==> config.mk <==
export PLATFORM = sky130hd
export DESIGN_NAME = id_ex_stage
export DESIGN_NICKNAME = d
export VERILOG_FILES = /design/src/rtl/id_ex_stage_pkg.sv /design/src/rtl/id_ex_stage_hazard_detect.sv /design/src/rtl/id_ex_stage.sv
export SDC_FILE = /design/constraint.sdc
export NUM_CORES = 1
export LEC_CHECK = 0
export CAP_MARGIN = 40
export CORE_MARGIN = 4
export CORE_UTILIZATION = 47
export DETAILED_ROUTE_END_ITERATION = 8
export PLACE_DENSITY = 0.81
export REMOVE_ABC_BUFFERS = 1
export SLEW_MARGIN = 0
export SYNTH_ARGS = -nofsm -noshare
export SYNTH_HDL_FRONTEND = slang
export SYNTH_SLANG_ARGS = --single-unit
==> constraint.sdc <==
create_clock -name clk -period 1.64 [get_ports clk]
set_input_delay 0.328 -clock clk [delete_from_list [all_inputs] [get_ports clk]]
set_output_delay 0.328 -clock clk [all_outputs]
set_load 0.05 [all_outputs]
==> src/rtl/id_ex_stage_pkg.sv <==
// rtl/id_ex_stage_pkg.sv - shared constants and types for the ID/EX pipeline register
package id_ex_stage_pkg;

  localparam int DW_DEF = 16;
  localparam int RW_DEF = 3;

  localparam logic [4:0] OP_HALT = 5'b00000;
  localparam logic [4:0] OP_NOP  = 5'b00001;
  localparam logic [4:0] OP_ADDI = 5'b01000;
  localparam logic [4:0] OP_ST   = 5'b10000;
  localparam logic [4:0] OP_LD   = 5'b10001;
  localparam logic [4:0] OP_ALU  = 5'b11011;

  typedef enum logic [1:0] {
    RUN       = 2'd0,
    HALT_PEND = 2'd1,
    HALTED    = 2'd2
  } halt_state_e;

  function automatic logic is_halt(input logic [15:0] instr);
    return instr[15:11] == OP_HALT;
  endfunction

endpackage

==> src/rtl/id_ex_stage_hazard_detect.sv <==
// rtl/id_ex_stage_hazard_detect.sv - load-use hazard compare between EX load and decode sources
module id_ex_stage_hazard_detect #(
  parameter int RW = 3
) (
  input  logic          ex_valid_i,
  input  logic          ex_mem_rd_i,
  input  logic [RW-1:0] ex_wr_reg_i,
  input  logic          id_valid_i,
  input  logic          id_uses_rs_i,
  input  logic          id_uses_rt_i,
  input  logic [RW-1:0] id_rs_i,
  input  logic [RW-1:0] id_rt_i,
  output logic          hz_o
);

  logic rs_dep, rt_dep;

  assign rs_dep = id_uses_rs_i & (ex_wr_reg_i == id_rs_i);
  assign rt_dep = id_uses_rt_i & (ex_wr_reg_i == id_rt_i);
  assign hz_o   = ex_valid_i & ex_mem_rd_i & id_valid_i & (rs_dep | rt_dep);

endmodule

==> src/rtl/id_ex_stage.sv <==
// rtl/id_ex_stage.sv - decode->execute pipeline register with load-use stall, flush and HALT FSM
module id_ex_stage
  import id_ex_stage_pkg::*;
#(
  parameter int DW = DW_DEF,
  parameter int RW = RW_DEF
) (
  input  logic          clk,
  input  logic          rst,
  input  logic          id_valid,
  input  logic [15:0]   id_instr,
  input  logic [DW-1:0] id_rs_data,
  input  logic [DW-1:0] id_rt_data,
  input  logic [DW-1:0] id_imm,
  input  logic [DW-1:0] id_pc_inc,
  input  logic          id_uses_rs,
  input  logic          id_uses_rt,
  input  logic          id_use_imm,
  input  logic [RW-1:0] id_wr_reg,
  input  logic          id_reg_wr,
  input  logic          id_mem_rd,
  input  logic          id_mem_wr,
  input  logic          ex_stall,
  input  logic          flush,
  output logic          id_stall,
  output logic          ex_valid,
  output logic [4:0]    ALU_op,
  output logic [1:0]    ALU_funct,
  output logic [DW-1:0] ex_a,
  output logic [DW-1:0] ex_b,
  output logic [DW-1:0] ex_rt_data,
  output logic [DW-1:0] ex_pc_inc,
  output logic [RW-1:0] ex_wr_reg,
  output logic          ex_reg_wr,
  output logic          ex_mem_rd,
  output logic          ex_mem_wr,
  output logic          halt
);

  halt_state_e   state_q;
  logic          valid_q, halt_q;
  logic [4:0]    op_q;
  logic [1:0]    funct_q;
  logic [DW-1:0] a_q, b_q, rt_q, pc_q;
  logic [RW-1:0] wr_q;
  logic          reg_wr_q, mem_rd_q, mem_wr_q;

  logic          hz, load_en, load_ok;
  logic [DW-1:0] b_d;
  logic          unused_instr_bits;

  assign unused_instr_bits = ^id_instr[4:2];

  id_ex_stage_hazard_detect #(.RW(RW)) u_hazard (
    .ex_valid_i  (valid_q),
    .ex_mem_rd_i (mem_rd_q),
    .ex_wr_reg_i (wr_q),
    .id_valid_i  (id_valid),
    .id_uses_rs_i(id_uses_rs),
    .id_uses_rt_i(id_uses_rt),
    .id_rs_i     (id_instr[10:8]),
    .id_rt_i     (id_instr[7:5]),
    .hz_o        (hz)
  );

  assign id_stall = ~flush & (ex_stall | hz | (state_q != RUN));
  assign load_en  = ~flush & ~ex_stall & ~hz;
  assign load_ok  = id_valid & (state_q == RUN);
  assign b_d      = id_use_imm ? id_imm : id_rt_data;

  always_ff @(posedge clk) begin
    if (rst) begin
      state_q  <= RUN;
      halt_q   <= 1'b0;
      valid_q  <= 1'b0;
      op_q     <= '0;
      funct_q  <= '0;
      a_q      <= '0;
      b_q      <= '0;
      rt_q     <= '0;
      pc_q     <= '0;
      wr_q     <= '0;
      reg_wr_q <= 1'b0;
      mem_rd_q <= 1'b0;
      mem_wr_q <= 1'b0;
    end else begin
      // EX slot: flush and hazard both kill control; stall holds everything
      if (flush || (!ex_stall && hz)) begin
        valid_q  <= 1'b0;
        reg_wr_q <= 1'b0;
        mem_rd_q <= 1'b0;
        mem_wr_q <= 1'b0;
      end else if (load_en) begin
        valid_q  <= load_ok;
        op_q     <= id_instr[15:11];
        funct_q  <= id_instr[1:0];
        a_q      <= id_rs_data;
        b_q      <= b_d;
        rt_q     <= id_rt_data;
        pc_q     <= id_pc_inc;
        wr_q     <= id_wr_reg;
        reg_wr_q <= id_reg_wr & load_ok;
        mem_rd_q <= id_mem_rd & load_ok;
        mem_wr_q <= id_mem_wr & load_ok;
      end

      unique case (state_q)
        RUN: begin
          if (load_en && load_ok && is_halt(id_instr)) state_q <= HALT_PEND;
        end
        HALT_PEND: begin
          // a flushed HALT was fetched down a mispredicted path
          if (flush) begin
            state_q <= RUN;
          end else if (!ex_stall) begin
            state_q <= HALTED;
            halt_q  <= 1'b1;
          end
        end
        HALTED: ;
        default: state_q <= RUN;
      endcase
    end
  end

  assign ex_valid   = valid_q;
  assign ALU_op     = op_q;
  assign ALU_funct  = funct_q;
  assign ex_a       = a_q;
  assign ex_b       = b_q;
  assign ex_rt_data = rt_q;
  assign ex_pc_inc  = pc_q;
  assign ex_wr_reg  = wr_q;
  assign ex_reg_wr  = reg_wr_q & valid_q;
  assign ex_mem_rd  = mem_rd_q & valid_q;
  assign ex_mem_wr  = mem_wr_q & valid_q;
  assign halt       = halt_q;

endmodule

==> results.txt, run 1 <==
- Relative max-transition margin: between 40% and 50%
* # H-tree levels: 3
- Met1 Track Usage GR: between 30% and 40%
* Vias in the first global route: about 5800
* Crit path capture type: primary output
- The Yosys step of the flow raised 0 warnings.
* Total stage count of the critical path: 5
- The detailed router finished its first iteration with 582 violations.
- Summed over all nets, the half-perimeter wirelength after detailed placement is 11.63 mm.
* Startpoint type of the worst setup path: register
- The tightest min-delay check is of the register to register type.
* Top post-synthesis cells by area: sky130_fd_sc_hd__dfxtp_1, sky130_fd_sc_hd__nand3_1, sky130_fd_sc_hd__nor3b_1
* Number of buffers inserted during clock tree synthesis: 9
* Register-to-Register Setup Slack: -90 ps
* Library cell with the largest summed area after synthesis: sky130_fd_sc_hd__dfxtp_1
- Clock-pin slew was measured on the worst setup and hold paths at approximately 60 ps.
- Mean Syn Cell Area: between 7 and 8 um2
- The endpoint identified for the worst register-to-register timing path is ex_b[15].
- The clock arrives with ~7.7 ps of skew.
* Gate count after technology mapping: ~670
* Multi-input logic area: 3268 um2
- Initial Util: between 40 and 50%
* Cell-by-cell trace of the critical path: xnor2_2 > nand4_1 > a21o_1 > a21oi_2 > buf_12
- Setup violations remaining at the end of the flow were counted as between 50 and 60.
- Post-synthesis register bit count: 81
- The synthesized design devotes to its leading area cell type 30.39% of total area.
- The first global-routing pass estimated ~28 mm of wire.
- The floorplan step defined a core boundary enclosing between 10000 and 15000 um2.
- The floorplan step set the die width to about 110 um.
- For this block, the routed nets add up to about 18 mm of wire.
* Via-per-instance ratio: approximately 6.5
- TritonCTS sink count: about 80
- Met2 layer usage reported by global route: between 40% and 50%
- Root Driver: sky130_fd_sc_hd__clkbuf_16
- Clk_lat worst skew: 330 ps
* Achievable Freq: 516.2 MHz
- The critical path starts at ex_wr_reg[2].
* Outcome: finished with violations
- Failing checks: negative setup slack
- Final instance count without filler cells: between 900 and 1000
- Worst Path Required: ~1300 ps
- In the final routed layout, each cell accounts on average for between 15 and 20 um.
- Sequential cell area: ~1600 um2
* Worst reg-to-reg path cell count: 5
- Sequential element share of the synthesized area: between 30% and 40%
* Pin slew with the least headroom to its limit: roughly 830 ps
- Counting I/O delays and the setup requirement, the final critical path takes roughly 1900 ps.
* Post-route DRC: 0
- Final clock period utilization by the worst path: 118.1%
* Global placement routability congestion: around 0.8
- CP endpoint: id_stall
* Worst path buffer plus inverter count: 1
- Die Height: between 100 and 150 um
- Clk buf depth: 2
- Post-Place Cells: 925
- For this run, the leading register cell type out of synthesis is sky130_fd_sc_hd__dfxtp_1.
- Worst endpoint data arrival time: about 1600 ps
- Number of top-level design ports: approximately 170
- Beginning of the worst hold path: mem_wr_q
- Cell leakage power: about 3.1 nW
* Setup repair after global routing missed its margin: yes
- The hold violation total from the final report came to 0.
- Routed Antenna Nets: 0
- The critical path in this run is classified as register to primary output.
- Asr flop ratio synth: 0%
- Pin count of the biggest net entering global routing: 75
- Count of different cell masters after synthesis: 32
* Met3 track demand over resource: about 3.0%
- Global-route usage over all layers: between 20% and 30%
- Max capacitance violation total: 0
- Number of nets in the final layout: just under 900
* Busiest grt layer: met2
- Number of flops mapped to enable cells by yosys: 0
* Area of the die: roughly 13000 um2
- Counting instances, the worst hold path has a depth of 1.
* Proportion of layout cells with a drive suffix above 1: a little over a fifth
- The first TritonRoute pass finished after 5 iterations.
- Number of rows created at floorplan: 38
- Setup slack on the critical path of the routed design comes to -297.1 ps.
- From synthesis to final layout, the design area changed by 38.87%.
* Synthesized area: between 5000 and 6000 um2
- The total overflow left after global routing is 0.
- Clock tree from TritonCTS: done
- The slowest stage of the critical path belongs to the cell sky130_fd_sc_hd__dfxtp_4.
- Peak ir drop on the vdd network: roughly 0.45 mV
- The initial antenna violation count is 1.
* Final max-slew violation count: 0
- Quantity of I/O buffers inserted on ports: 170
- Fill cells in the final layout number around 860.
* Cell Pwr Density: 822.2 nW/um2
- On the worst path, the slowest cell contributes a delay of 360 ps.
- The startpoint identified for the worst register-to-register timing path is ex_wr_reg[2].
- Vias: a little over 6000
- Among cell families on the critical path, the largest total delay comes from compound AO/OA/AOI/OAI gates.
- Maximum fanout along the worst path: 3
- Setup total negative slack on the finished layout was measured at -1604 ps.
-- what timing repair did --
item,CTS,global route
pin swaps,9,4
resized for setup,16,1
hold buffers,0,0
hold endpoints to repair,0,0
buffers inserted,3,0
setup endpoints to repair,75,75
-- Yosys cell counts (all sizes together) (2+ instances only) --
cell    count
a21oi       3
a22o        2
a31oi      16
a32o        3
a32oi      58
and2        4
and3       76
and4        2
buf        43
clkbuf     47
dfxtp      81
mux2       16
nand3     133
nand4      18
nor2        6
nor2b       2
nor3b      74
o21ai      74
xnor2       6
-- worst register-to-register path, delay by kind of cell, from the launching register on --
family	cells	cell delay [ps]
XOR/XNOR	1	140
AND/OR/NAND/NOR	3	480
buffers and inverters	1	690
flip-flops	1	360
-- cell type report --
| cell class | count | share of cell area [%] |
|---|---|---|
| multi-input cells | 497 | 44.10 |
| repair buffers | 209 | 27.76 |
| flip-flops and latches | 81 | 21.97 |
| clock buffers | 13 | 3.512 |
| well taps | 140 | 2.364 |
| clock inverters | 3 | 0.2026 |
| inverters | 1 | 0.06753 |
| diodes | 1 | 0.03377 |
-- metal layers --
metal	vias to the layer above	share of wire [%]
met5	-	0
met4	0	2.6
met3	37	7.5
met2	334	49
met1	2897	41
li1	2846	-
-- worst min path at each step --
stage	endpoint	slack (ps)
after global routing	mem_wr_q	490
after CTS	mem_wr_q	470
after detailed placement	mem_wr_q	450
after global placement	reg_wr_q	440
after floorplan	halt	400
final	mem_wr_q	460
-- power breakdown --
| group | total [mW] | switching, mW | internal [mW] |
|---|---|---|---|
| logic | 1.93 | 1.16 | 0.766 |
| clock network | 1.88 | 0.781 | 1.10 |
| registers | 2.28 | 0.141 | 2.14 |
-- placed cells by master (no fill, tap or decap), types with 3 or more instances in the layout --
cell,instances
sky130_fd_sc_hd__and3_1,76
sky130_fd_sc_hd__a32oi_1,58
sky130_fd_sc_hd__buf_4,97
sky130_fd_sc_hd__a31oi_1,16
sky130_fd_sc_hd__dfxtp_1,78
sky130_fd_sc_hd__o21ai_1,59
sky130_fd_sc_hd__nand3_1,132
sky130_fd_sc_hd__clkdlybuf4s50_1,83
sky130_fd_sc_hd__nor2_1,4
sky130_fd_sc_hd__nor3b_1,74
sky130_fd_sc_hd__clkbuf_16,9
sky130_fd_sc_hd__dlygate4sd2_1,6
sky130_fd_sc_hd__a32o_1,3
sky130_fd_sc_hd__buf_12,22
sky130_fd_sc_hd__and2_1,4
sky130_fd_sc_hd__nand4_1,18
sky130_fd_sc_hd__clkinv_2,4
sky130_fd_sc_hd__o21ai_0,14
sky130_fd_sc_hd__xnor2_2,6
sky130_fd_sc_hd__mux2_2,16
-- kinds of logic after synthesis --
group | count (synthesis) | share of synthesized area [%]
multiplexers | 16 | 3.376
flip-flops | 81 | 30.39
buffers and inverters | 91 | 9.566
AO/OA/AOI/OAI | 157 | 19.72
AND/OR/NAND/NOR | 318 | 35.97
XOR/XNOR | 6 | 0.9848
-- metrics by stage --
step	hold slack [ps]	area [um2]	setup slack, ps	power, mW	utilization [%]
after floorplan	400.4	4830	-2613	3.351	-
after global placement	444.5	7063	-454.3	4.164	64.31
after detailed placement	453.5	7063	-491.0	4.208	64.31
after CTS	467.3	7401	-321.0	6.118	67.38
after global routing	490.4	7411	-356.2	6.324	67.48
final	462.1	7411	-297.1	6.093	67.48
(Power assumes the default switching activity.)
==> inputs of run 2 (changes only) <==
- PLACE_DENSITY: 0.81 -> 0.89
==> run 2 against run 1 <==
The run still ends with negative setup slack left. Via count increased by 1.8%. Clock skew about the same. Worst hold slack improved by 13 ps. Clock-buffer cell count decreased by 1. Utilization increased by 0.33 points. Register-to-register slack barely moved. Die area did not move. Critical path type unchanged. Largest cell class unchanged. Highest routed layer unchanged.
==> results.txt, run 2 (synthesized netlist as in run 1, its figures left out) <==
* Via-per-instance ratio: 6.561 (+1.4%)
- Outcome: finished with violations
- The I/O pin count is 174 (unchanged).
* Final max-slew violation count: 0 (unchanged)
- The peak fanout along the critical path is 3 (unchanged).
- Vias: 6226 (+1.8%)
- The first-pass GRT wire length came to 29.24 mm (+2.6%).
- The worst setup timing slack at the placement stage is -456.8 ps (+34.21 ps).
- The final setup violation count came to 61 (+8.9%).
- The total power draw came to 6.273 mW (+2.9%).
- Area of the die: 13120 um2 (unchanged)
* TritonCTS sink count: 81 (unchanged)
- Pin slew with the least headroom to its limit: 847.4 ps (+14.57 ps)
- The worst setup path is captured at a primary output.
* Final clock period utilization by the worst path: 117.0% (-1.2 points)
- The library cell used most frequently in the layout, excluding fill and tap cells, is sky130_fd_sc_hd__nand3_1.
* First-pass detailed-route iteration total: 5 (unchanged)
- The clock latency at the later pin of the worst-skew pair came to 320 ps (about the same).
- The hold violation total from the final report is 0 (unchanged).
- Sum of negative setup slack: -2324 ps (-719.6 ps)
- The number of DRC markers after the initial detailed-route iteration is 659 (+13%).
* Number of rows created at floorplan: 38 (unchanged)
* Clock network fraction of total power: 32.6% (+1.7 points)
- Placed inst area: 7061 um2 (about the same)
- Number of antenna violations at the first check in global routing: 0 (-1)
- Post-DP HPWL: 11.72 mm (+0.86%)
- Antenna diode count: 0 (-1)
- Relative max-transition margin: 43.51% (-0.97 points)
- Initial Util: 48.59% (unchanged)
- The checks that failed: negative setup slack.
* Number of nets in the final layout: 898 (+0.56%)
- The path class of the tightest hold or removal check is register to register.
* Cell Pwr Density: 842.3 nW/um2 (+2.4%)
- Fraction of power consumed by sequential logic: 36.4% (-1.1 points)
- The routing usage on met3 came to 3.805% (+0.85 points).
- The routed wire length came to 18.29 mm (+1.9%).
- Final instance count without filler cells: 949 (+0.42%)
- Clk buf depth: 2 (unchanged)
* Die Height: 114.6 um (unchanged)
- TritonCTS built the clock tree.
- The routed wire length per instance came to 19.27 um (+1.5%).
* Startpoint type of the worst setup path: register
* Quantity of I/O buffers inserted on ports: 170 (unchanged)
- The width of the die was 114.6 um (unchanged).
- Vias in the first global route: 6027 (+4.1%)
- The worst hold slack across all endpoints was 475.6 ps (+13.47 ps).
- Peak ir drop on the vdd network: 0.5609 mV (+25%)
- The core area came to 10980 um2 (unchanged).
* Overflow after GRT: 0 (unchanged)
* Switching pwr: 2.132 mW (+2.3%)
- Compared with the post-synthesis result, the final layout area differs by 39.55%.
- The top achievable clock speed was 521.4 MHz (+0.99%).
* Crit-path max cell delay: 370 ps (about the same)
- Proportion of layout cells with a drive suffix above 1: 21.38% (+0.49 points)
- The DRC violations left was 0 (unchanged).
- The signal on the critical path passes through xnor2_2 > nand4_1 > a21o_1 > a21oi_2 > buf_12.
- Root Driver: sky130_fd_sc_hd__clkbuf_16
- Critical-path top delay cell: sky130_fd_sc_hd__dfxtp_4
- Cell leakage power: 3.091 nW (+0.29%)
* Global-route usage over all layers: 26.53% (+0.40 points)
- Setup repair after global routing could not meet its margin everywhere.
* Post-route core utilization: 67.81% (+0.33 points)
- The max-capacitance violation count came to 0 (unchanged).
- met2 is the most crowded layer.
- # H-tree levels: 3 (unchanged)
* Global placement routability congestion: 0.8739 (+8.4%)
- The maximum number of pins on one net before global-route repair came to 103 (+37%).
- Met2 layer usage reported by global route: 44.16% (+1.7 points)
* Routed Antenna Nets: 0 (unchanged)
- The clock-pin slew on the worst setup and hold paths was 70 ps (about the same).
- The clock skew after layout was 8.006 ps (+0.3464 ps).
* Number of buffers inserted during clock tree synthesis: 9 (unchanged)
- The setup path with the least slack is of type register to primary output.
- Post-Place Cells: 928 (+0.32%)
- The critical path arrival is 1590 ps (-20 ps).
* Cell family contributing the most delay on the critical path: compound AO/OA/AOI/OAI gates
- The post-layout instance area was 7447 um2 (+0.49%).
* Setup WS post-layout: -278.0 ps (+19.08 ps)
- Switching part of the total: 33.99% (-0.21 points)
- The buffer and inverter count on the worst path came to 1 (unchanged).
- The internal power of the cells came to 4.141 mW (+3.3%).
- The combinational share of power was 31.0% (-0.7 points).
- The number of buffers added to fix hold violations after cts is 0 (unchanged).
* Min cycle time layout: 1918 ps (-19.08 ps)
* Worst Path Required: 1310 ps (about the same)
* Top library cells by usage in the layout, fill and taps aside: sky130_fd_sc_hd__nand3_1, sky130_fd_sc_hd__buf_4, sky130_fd_sc_hd__clkdlybuf4s50_1, sky130_fd_sc_hd__dfxtp_1, sky130_fd_sc_hd__and3_1
* Met1 Track Usage GR: 34.15% (-0.71 points)
## run 2: cell types whose count changed in the layout (fill, tap and decap cells not counted), sizes merged
| cell | before | now |
|---|---|---|
| bufinv | 0 | 1 |
| clkbuf | 13 | 12 |
| clkinv | 4 | 1 |
| clkinvlp | 0 | 3 |
| diode | 1 | 0 |
| buf | 120 | 125 |
## run 2: repair_timing
action	4_1_cts	5_1_grt
gates resized for setup	17	1
setup endpoints to repair	75	75
hold endpoints to repair	0	0
pin swaps	9	1
setup buffers	5	0
## run 2: worst paths after layout
path	startpoint	endpoint	slack [ps]	depth (start not counted)
worst min-delay path	halt	halt	480	2
worst min register to register	halt	halt	480	2
worst max-delay path	ex_wr_reg[2]	id_stall	-280	5
worst max register to register	ex_wr_reg[2]	ex_b[10]	-90	5
## run 2: layer usage
layer,vias to the layer above,share of wire [%]
met4,0,2.9
met5,-,0
met2,356,50
met3,52,8.4
li1,2859,-
met1,2959,39
## run 2: area by class of cell
cell class / count / area (um2)
Timing Repair Buffer: 214 / 2069
Inverter: 1 / 5.005
Sequential cell: 81 / 1630
Clock inverter: 4 / 52.55
Fill cell: 880 / 3536
Tap cell: 140 / 175.2
Clock buffer: 12 / 246.5
Multi-Input combinational cell: 497 / 3268
## run 2: worst reg2reg max path, cell delays in order (launching register included)
cell	delay, ps
sky130_fd_sc_hd__dfxtp_4	370
sky130_fd_sc_hd__xnor2_2	140
sky130_fd_sc_hd__nand4_1	130
sky130_fd_sc_hd__buf_4	680
sky130_fd_sc_hd__nand4_1	230
sky130_fd_sc_hd__nand3_1	130
## run 2: power groups by stage
stage | combinational (mW) | sequential, mW | clock (mW)
2_1_floorplan | 0.488 | 2.86 | 0
3_3_place_gp | 1.86 | 2.30 | 0
3_5_place_dp | 1.89 | 2.32 | 0
4_1_cts | 1.93 | 2.28 | 2.07
5_1_grt | 2.03 | 2.30 | 2.16
6_report | 1.95 | 2.28 | 2.04
==> inputs of run 3 (changes only) <==
- CTS_CLUSTER_SIZE: not set -> 14
==> results of run 3 <==
The final DEF is identical to that of run 2; final timing and power are the same.
